===== src/rtl/rca_config_sequencer_pkg.sv =====
// Shared RCA configuration typedefs: target type codes, queue entry layout and
// sequencer FSM states.
package rca_config_sequencer_pkg;

  localparam int RCA_NUM_RCAS   = 4;
  localparam int RCA_CFG_ADDR_W = 8;
  localparam int RCA_XLEN       = 32;
  localparam int RCA_IDX_W      = $clog2(RCA_NUM_RCAS);

  typedef enum logic [2:0] {
    CFG_CPU_SRC_REG  = 3'd0,
    CFG_CPU_DEST_REG = 3'd1,
    CFG_GRID_MUX     = 3'd2,
    CFG_IO_MUX       = 3'd3,
    CFG_RESULT_MUX   = 3'd4,
    CFG_IO_INP_MAP   = 3'd5,
    CFG_INPUT_CONST  = 3'd6,
    CFG_RESERVED     = 3'd7
  } rca_cfg_type_t;

  typedef struct packed {
    rca_cfg_type_t               typ;
    logic [RCA_IDX_W-1:0]        rca;
    logic [RCA_CFG_ADDR_W-1:0]   addr;
    logic [RCA_XLEN-1:0]         data;
  } rca_cfg_entry_t;

  typedef enum logic [1:0] {
    SEQ_IDLE,
    SEQ_CHECK,
    SEQ_WAIT_QUIESCE,
    SEQ_WRITE
  } seq_state_t;

  // CPU register-address updates do not touch the datapath, so they may land
  // while the RCA still has use instructions in flight.
  function automatic logic needs_quiesce(input rca_cfg_type_t t);
    return !(t inside {CFG_CPU_SRC_REG, CFG_CPU_DEST_REG});
  endfunction

endpackage


===== src/rtl/rca_cfg_fifo.sv =====
// In-order config instruction queue; head entry is read straight from the
// storage registers so the payload stays stable while it waits to retire.
module rca_cfg_fifo
  import rca_config_sequencer_pkg::*;
#(
  parameter int DEPTH = 4
) (
  input  logic                   clk,
  input  logic                   rst,
  input  logic                   push,
  input  rca_cfg_entry_t         push_entry,
  input  logic                   pop,
  output logic                   full,
  output logic                   empty,
  output logic [$clog2(DEPTH):0] count,
  output rca_cfg_entry_t         head
);

  localparam int AW = $clog2(DEPTH);

  logic [AW:0]    wr_ptr;
  logic [AW:0]    rd_ptr;
  rca_cfg_entry_t mem [DEPTH];

  // Extra pointer bit distinguishes full from empty when the indices match.
  assign full  = (wr_ptr[AW] != rd_ptr[AW]) && (wr_ptr[AW-1:0] == rd_ptr[AW-1:0]);
  assign empty = (wr_ptr == rd_ptr);
  assign count = wr_ptr - rd_ptr;
  assign head  = mem[rd_ptr[AW-1:0]];

  always_ff @(posedge clk) begin
    if (rst) begin
      wr_ptr <= '0;
      rd_ptr <= '0;
    end else begin
      if (push && !full) wr_ptr <= wr_ptr + (AW+1)'(1);
      if (pop && !empty) rd_ptr <= rd_ptr + (AW+1)'(1);
    end
  end

  // NOTE: storage carries no reset; an entry is only read after it was written.
  always_ff @(posedge clk) begin
    if (push && !full) mem[wr_ptr[AW-1:0]] <= push_entry;
  end

endmodule


===== src/rtl/rca_config_sequencer.sv =====
// Buffers RCA config writes, waits for the targeted RCA to go quiescent, and
// blocks use instructions for any RCA that still has config outstanding.
module rca_config_sequencer
  import rca_config_sequencer_pkg::*;
#(
  parameter int NUM_RCAS   = RCA_NUM_RCAS,
  parameter int FIFO_DEPTH = 4,
  parameter int CFG_ADDR_W = RCA_CFG_ADDR_W,
  parameter int XLEN       = RCA_XLEN
) (
  input  logic                        clk,
  input  logic                        rst,
  input  logic                        issue_valid,
  output logic                        issue_ready,
  input  logic [2:0]                  issue_type,
  input  logic [$clog2(NUM_RCAS)-1:0] issue_rca,
  input  logic [CFG_ADDR_W-1:0]       issue_addr,
  input  logic [XLEN-1:0]             issue_data,
  input  logic [NUM_RCAS-1:0]         rca_busy,
  output logic                        cfg_valid,
  input  logic                        cfg_ready,
  output logic [2:0]                  cfg_type,
  output logic [$clog2(NUM_RCAS)-1:0] cfg_rca,
  output logic [CFG_ADDR_W-1:0]       cfg_addr,
  output logic [XLEN-1:0]             cfg_data,
  output logic [NUM_RCAS-1:0]         use_blocked,
  output logic                        idle
);

  localparam int IDX_W  = $clog2(NUM_RCAS);
  localparam int CNT_W  = $clog2(FIFO_DEPTH) + 1;
  localparam int PEND_W = $clog2(FIFO_DEPTH + 1);

  seq_state_t     state;
  rca_cfg_entry_t push_entry;
  rca_cfg_entry_t head;
  logic           fifo_full;
  logic           fifo_empty;
  logic [CNT_W-1:0] fifo_count;
  logic           push;
  logic           pop;
  logic           more_after_pop;
  logic           head_busy;
  logic [PEND_W-1:0] pending [NUM_RCAS];

  assign issue_ready = !fifo_full;
  assign push        = issue_valid && !fifo_full;
  assign push_entry  = '{typ:  rca_cfg_type_t'(issue_type),
                         rca:  issue_rca,
                         addr: issue_addr,
                         data: issue_data};

  rca_cfg_fifo #(
    .DEPTH (FIFO_DEPTH)
  ) u_fifo (
    .clk        (clk),
    .rst        (rst),
    .push       (push),
    .push_entry (push_entry),
    .pop        (pop),
    .full       (fifo_full),
    .empty      (fifo_empty),
    .count      (fifo_count),
    .head       (head)
  );

  assign pop = ((state == SEQ_CHECK) && (head.typ == CFG_RESERVED)) ||
               ((state == SEQ_WRITE) && cfg_ready);

  // A same-cycle accept keeps the queue non-empty even if the head retires.
  assign more_after_pop = (fifo_count > CNT_W'(1)) || push;
  assign head_busy      = rca_busy[head.rca];

  assign cfg_type = head.typ;
  assign cfg_rca  = head.rca;
  assign cfg_addr = head.addr;
  assign cfg_data = head.data;
  assign idle     = fifo_empty && (state == SEQ_IDLE);

  // NOTE: all sequential state uses non-blocking assignments so every register
  // sees the pre-edge values of its neighbours.
  always_ff @(posedge clk) begin
    if (rst) begin
      state     <= SEQ_IDLE;
      cfg_valid <= 1'b0;
    end else begin
      case (state)
        SEQ_IDLE: begin
          if (push || !fifo_empty) state <= SEQ_CHECK;
        end
        SEQ_CHECK: begin
          if (head.typ == CFG_RESERVED) begin
            state <= more_after_pop ? SEQ_CHECK : SEQ_IDLE;
          end else if (needs_quiesce(head.typ) && head_busy) begin
            state <= SEQ_WAIT_QUIESCE;
          end else begin
            state     <= SEQ_WRITE;
            cfg_valid <= 1'b1;
          end
        end
        SEQ_WAIT_QUIESCE: begin
          if (!head_busy) begin
            state     <= SEQ_WRITE;
            cfg_valid <= 1'b1;
          end
        end
        SEQ_WRITE: begin
          if (cfg_ready) begin
            cfg_valid <= 1'b0;
            state     <= more_after_pop ? SEQ_CHECK : SEQ_IDLE;
          end
        end
        default: begin
          state     <= SEQ_IDLE;
          cfg_valid <= 1'b0;
        end
      endcase
    end
  end

  always_ff @(posedge clk) begin
    if (rst) begin
      for (int r = 0; r < NUM_RCAS; r++) pending[r] <= '0;
    end else begin
      for (int r = 0; r < NUM_RCAS; r++) begin
        if ((push && issue_rca == IDX_W'(r)) && !(pop && head.rca == IDX_W'(r)))
          pending[r] <= pending[r] + PEND_W'(1);
        else if (!(push && issue_rca == IDX_W'(r)) && (pop && head.rca == IDX_W'(r)))
          pending[r] <= pending[r] - PEND_W'(1);
      end
    end
  end

  // NOTE: every output of this block is assigned up front, so no latch forms.
  always_comb begin
    use_blocked = '0;
    for (int r = 0; r < NUM_RCAS; r++) begin
      use_blocked[r] = (pending[r] != '0) || (push && issue_rca == IDX_W'(r));
    end
  end

endmodule


===== config.mk =====
export PLATFORM = sky130hd
export DESIGN_NAME = rca_config_sequencer
export DESIGN_NICKNAME = d
export VERILOG_FILES = /design/src/rtl/rca_config_sequencer_pkg.sv /design/src/rtl/rca_cfg_fifo.sv /design/src/rtl/rca_config_sequencer.sv
export SDC_FILE = /design/constraint.sdc
export NUM_CORES = 1
export LEC_CHECK = 0
export CORE_UTILIZATION = 30
export CTS_CLUSTER_DIAMETER = 150
export DETAILED_ROUTE_END_ITERATION = 8
export PLACE_DENSITY_LB_ADDON = 0.12
export SLEW_MARGIN = 20
export SYNTH_ARGS = -nofsm -noshare
export SYNTH_HDL_FRONTEND = slang
export SYNTH_SLANG_ARGS = --single-unit

===== constraint.sdc =====
create_clock -name clk -period 2.9 [get_ports clk]
set_clock_uncertainty 0.2 [all_clocks]
set_input_delay 0.87 -clock clk [delete_from_list [all_inputs] [get_ports clk]]
set_output_delay 0.87 -clock clk [all_outputs]
set_load 0.02 [all_outputs]

Yosys cells after proc, flatten, opt, wreduce, memory -nomap -nowiden
Memories as Yosys holds them, arrays and structs flattened. A register that Yosys moved wholly into a read port is not among the register bits. Cells that the tools add are included.

$add $sub $neg: 11. Magnitude comparators: 2. Equality and inequality tests: 19. Mux-type cells: 56. Bitwise operators: 8. Reductions and logical operators: 54.

Operators by type and width (number): 2-to-1 mux 1 bit (39); logical AND 1 bit (24); 2-to-1 mux 3 bit (8); adder 3 x 1 -> 3 bit (second input constant) (6); nonzero test 3 bit (5); equality test 2 bit (second input constant) (6); 2-to-1 mux 2 bit (6); subtractor 3 x 1 -> 3 bit (second input constant) (4); zero test 1 bit (11); inequality test 2 bit (second input constant) (4); OR 1 bit (8); case mux 2 bit (4 select lines) (1); logical OR 1 bit (7); equality test 2 x 1 -> 1 bit (second input constant) (3); zero test 2 bit (3); AND reduction 5 bit (1); equality test 3 x 1 -> 1 bit (second input constant) (1); equality test 3 bit (1); equality test 3 bit (second input constant) (1); > comparator 3 x 1 -> 1 bit (second input constant) (1); zero test 3 bit (1); less-than comparator 2 x 3 -> 1 bit (second input constant) (1); case mux 1 bit (3 select lines) (1); AND reduction 3 bit (1); other kinds (6) (6).

Register bits after elaboration: 9. Memory bits (writable): 192. Output and inout port bits: 52. Memories kept: 2.

Memories: u_fifo.mem (depth 4, bits a word 45, rd ports 1, clocked after Yosys merged registers in 1, write ports 1, RTL line rca_cfg_fifo.sv:23) `rca_cfg_entry_t mem [DEPTH];`; pending (depth 4, bits a word 3, rd ports 4, clocked after Yosys merged registers in 0, write ports 4, RTL line rca_config_sequencer.sv:44) `logic [PEND_W-1:0] pending [NUM_RCAS];`.

Logic depth before layout (Yosys ltp)
Word-level depth: 12. Gate-level depth with buffers: 11. Depth with buffers taken out: 11.

Modules after synthesis
A second synthesis with hierarchy kept.

Cell total of the unflattened synthesis: 423. Area total of the unflattened synthesis: 8250.4 um2.

Modules (own cells, without submodules): rca_cfg_fifo (times used 1, cells an instance 302, area each 7066.8 um2, sequential area each 5565.3 um2); rca_config_sequencer (times used 1, cells an instance 121, area each 1183.6 um2, sequential area each 420.4 um2).

Least setup slack after synthesis
No wires, ideal clock.

Path type: reg-to-reg. Start: reg u_fifo.rd_ptr[1]. End: mem u_fifo.mem[3][0] (netlist bit), enable pin. Arrival: 2.568 ns. Setup slack: -0.277 ns. Cell stages (with the launch flop): 7. Path buffers: 1. Clock period less this slack: 3.177 ns. Path through: dfxtp_1 inv_1 ha_1 and2_1 a21oi_1 clkbuf_1 and2_1.

Cells in the longest elaborated chain, start to end: 7.

RTL lines: start, declared (RTL line rca_cfg_fifo.sv:22) `logic [AW:0] rd_ptr;`; start signal, assigned (RTL line rca_cfg_fifo.sv:37) `if (pop && !empty) rd_ptr <= rd_ptr + (AW+1)'(1);`; equality test 2 bit * (RTL line rca_cfg_fifo.sv:26) `assign full = (wr_ptr[AW] != rd_ptr[AW]) && (wr_ptr[AW-1:0] == rd_ptr[AW-1:0]);`; logical AND 1 bit * (RTL line rca_cfg_fifo.sv:26); zero test 1 bit * (RTL line rca_cfg_fifo.sv:43, rca_config_sequencer.sv:47); logical AND 1 bit (RTL line rca_config_sequencer.sv:47) `assign push = issue_valid && !fifo_full;`; logical AND 1 bit * (RTL line rca_cfg_fifo.sv:43) `if (push && !full) mem[wr_ptr[AW-1:0]] <= push_entry;`; 2-to-1 mux 1 bit * (RTL line rca_cfg_fifo.sv:43); 2-to-1 mux 1 bit (not written as such) * (RTL line rca_cfg_fifo.sv:43); end, declared (RTL line rca_cfg_fifo.sv:23).

Every way passes the cells marked *; elsewhere a longest branch is shown, timed or not.

Worst setup path in the final report
Start: reg u_fifo.wr_ptr[0]. End: out use_blocked[2].

Cells in the longest elaborated chain, start to end: 6.

RTL lines: start, declared (RTL line rca_cfg_fifo.sv:21) `logic [AW:0] wr_ptr;`; start signal, assigned (RTL line rca_cfg_fifo.sv:36) `if (push && !full) wr_ptr <= wr_ptr + (AW+1)'(1);`; equality test 2 bit (RTL line rca_cfg_fifo.sv:26); logical AND 1 bit (RTL line rca_cfg_fifo.sv:26); zero test 1 bit (RTL line rca_config_sequencer.sv:47); logical AND 1 bit (RTL line rca_config_sequencer.sv:47); logical AND 1 bit (RTL line rca_config_sequencer.sv:138) `use_blocked[r] = (pending[r] != '0) || (push && issue_rca == IDX_W'(r));`; logical OR 1 bit (RTL line rca_config_sequencer.sv:138); end, declared (RTL line rca_config_sequencer.sv:26) `output logic [NUM_RCAS-1:0] use_blocked,`.

No other way between the ends.

==> impl_metrics.tcl <==
set metrics [dict create \
    clk_pin_slew_ns 0.06 \
    dp.cells 871 \
    syn_area_per_cell_sq_um 20.1 \
    wl_mm 17.3 \
    violations "DRC, setup timing" \
    hold_viol 0 \
    hpwl_mm 10.8 \
    fp.dieArea_sq_um 27300 \
    cts_root_buf "clkbuf_16" \
    syn_inst 398 \
    power_w 0.00720 \
    setup-violations-final 44 \
    gp_congestion 0.726 \
    synth_adder_area_share_pct 2.57 \
    antenna_cells 0 \
    slew_headroom_pct 71.1 \
    num_vias 4379 \
    post-route-period-util_pct 115 \
    multiInputGateArea_sq_um 2070 \
    final_cells 948 \
    cts.sinks 203 \
    synth_top_family_by_area "multiplexers" \
    p_leak_nw 3.90 \
    cp-start-kind "flip-flop" \
    powerDensity_nw_per_um2 634 \
    muxShareOfSynthArea_pct 13.1 \
    dieHeight_um 165 \
    drt_iter0_drc 211 \
    via_per_inst 4.62 \
    yosys-top-cells-area "edfxtp_1, mux4_2, dfxtp_1" \
    synthXorXnorAreaFrac_pct 1.64 \
    synth_top_area_share_pct 72.1 \
    slowest_stage "or4_4" \
    ys.flop_type "edfxtp_1" \
    layout-drive-gt1-share_pct 40.6 \
    min_period_ns 3.33 \
    final_nets 663 \
    holdCritPathClass "flip-flop to flip-flop" \
    final_util_pct 43.4 \
    critPathMaxStageDelay_ns 0.43 \
    path_cells "inv_2 > ha_4 > and2_4 > a21oi_4 > buf_6 > and3b_1 > or4_4 > buf_6" \
    first_global_vias 4739 \
    tritoncts "done" \
    maxCapViolations 0 \
    critPathTopFamily "simple AND/OR/NAND/NOR gates" \
    synth_area_sq_um 8000 \
    wl_per_cell_um 18.3 \
    synthToLayoutAreaGrowth_pct 41.9 \
    max_freq_mhz 301 \
    grt_pass1_wl_mm 26.4 \
    final-seq-area_sq_um 6000 \
    fp.dieW_um 165 \
    rsz0062_at_grt "yes" \
    synthDistinctLibCells 36 \
    io_buffers 104 \
    synth_seq_cells 203 \
    first_pass_iters 6 \
    rows 59 \
    path_max_fanout 4 \
    clk_path_buf_depth 3 \
    crit_path_end_kind "output pin" \
    numCtsBuffers 23 \
    status "finished with violations" \
    ys_seq_area_share_pct 74.9 \
    ioPinCount 105 \
    yosys.area.top_type "edfxtp_1" \
    critPathArrivalTime_ns 2.26 \
    ys_warn_count 0 \
    fp.coreArea_sq_um 26100 \
    worst_hold_slack_ns 0.388 \
    syn_nets 465 \
    antenna_found_initial 1 \
    worstPathRequired_ns 1.83 \
    slew_viol_final 0 \
    htreeDepth 1 \
    pre_cts_ws_ns -0.937 \
    path_class "flip-flop to output pin" \
    clkLatencyLatePin_ns 0.51 \
    filler_cell_count 2333 \
    synth_async_sr_flop_share_pct 0 \
    vdd_drop_max_v 0.000322 \
    grt_overflow 0 \
    grt_usage_pct 13.0 \
    path_buf_inv 3 \
    ant_nets 0 \
    synth-simple-area-share_pct 4.96 \
    synth_edf_count 192 \
    start_util_pct 30.6 \
    worst_slew_pin_slew_ns 0.433 \
    synth_compound_area_share_pct 1.60 \
    drc_errors 16 \
    setup_ws_ns -0.425 \
    crit_top_cell "buf_6" \
    grt_max_degree 29 \
]
[cells in the mapped netlist, types with 7 or more instances]
library cell  instances
xnor2_1              10
inv_1                12
edfxtp_1            192
nor2_1               14
clkbuf_1              8
mux4_2               46
nand2_1               9
nor3_1                7
dfxtp_1              11
a21oi_1              15
ha_1                 10
[layout by cell type, fill, tap and decap left out, types with 3 or more instances in the layout]
cell             synthesis  final
edfxtp_1               192    192
buf_6                    0     70
clkdlybuf4s50_1          0     50
mux4_2                  46     46
buf_4                    1     39
clkbuf_16                0     23
buf_12                   0     18
nor2_1                  14     14
inv_1                   12      9
a21oi_1                 15      9
xnor2_1                 10      9
nand2_1                  9      8
ha_1                    10      8
nor3_1                   7      7
clkbuf_1                 8      6
nand3_1                  6      5
xor2_1                   5      5
nand3b_1                 5      5
dfxtp_1                 11      5
and2_2                   0      4
nand2b_1                 6      4
clkinv_2                 0      4
buf_8                    0      4
dfxtp_2                  0      4
inv_2                    0      3
nor2b_1                  3      3
a21oi_4                  0      3
or4_4                    0      3
or3_1                    3      3
a21oi_2                  0      3
fa_2                     0      3
clkinv_1                 0      3
clkbuf_8                 0      3
dlygate4sd2_1            0      3
[repair_timing]
action | in CTS | in global routing
pin swaps | 6 | 4
gates cloned | 1 | 0
gates resized for setup | 329 | 58
endpoints found under the setup margin | 54 | 54
hold buffers | 0 | 0
setup buffers | 25 | 13
[worst register-to-register path: cells and delay by family (launching register included)]
kind / cells / cell delay (ns)
flops: 1 / 0.40
xor+xnor: 1 / 0.16
buf+inv: 3 / 0.37
compound gates: 1 / 0.14
mux: 1 / 0.54
simple gates: 3 / 0.74
fa+ha+maj: 1 / 0.37
[cell families (layout without fill, tap and decap cells)]
| family | count (synthesis) | count (layout) |
|---|---|---|
| AOI/OAI and AO/OA | 22 | 22 |
| xor gates and xnor gates | 15 | 15 |
| adders and majority gates | 14 | 14 |
| buffers and inverters | 26 | 241 |
| DFF | 203 | 203 |
| muxes | 47 | 47 |
| and+or+nand+nor | 71 | 71 |
[metrics by stage]
stage	TNS, ns	instance area [sq um]
after floorplan	0	8000
after global placement	-7.11	9910
after detailed placement	-7.70	9910
after CTS	-9.70	11100
after global routing	-9.63	11300
final	-6.35	11300
[cell type report]
| class | instances | area share (%) |
|---|---|---|
| Clock inverter | 10 | 0.882 |
| Multi-Input combinational cell | 169 | 18.3 |
| Tap cell | 335 | 3.69 |
| Inverter | 12 | 0.397 |
| Timing Repair Buffer | 187 | 18.2 |
| Clock buffer | 32 | 5.63 |
| Sequential cell | 203 | 52.9 |
[flip-flops by register name (all words and copies together) (netlist names), named ones only]
name           flops
u_fifo.mem       180
u_fifo.rd_ptr      3
cfg_valid          1
state              1
u_fifo.wr_ptr      3
pending           12
[routing by layer]
metal	vias up	share of wire, %	track usage (%)
met3	29	4.9	2.77
met2	86	52	23.1
met5	-	0.075	0
li1	2001	-	-
met4	2	1.7	3.67
met1	2261	42	15.7
[path summary, 6_finish.rpt]
kind,startpoint,cells past startpoint,slack (ns),to
setup / recovery,u_fifo.wr_ptr[0],8,-0.43,use_blocked[2]
setup reg to reg,flip-flop,10,-0.18,pending[0][2]
hold reg to reg,cfg_valid,2,0.39,cfg_valid
hold / removal,cfg_valid,2,0.39,cfg_valid
[report_power, final]
part           internal (W)  total (W)  switching (W)  leakage [nW]
Clock               0.00171    0.00280        0.00109         0.365
Combinational      0.000518   0.000981       0.000463          1.66
Sequential          0.00337    0.00342      0.0000487          1.87
Total               0.00560    0.00720        0.00160          3.90
Power figures use the tool's default switching activity.
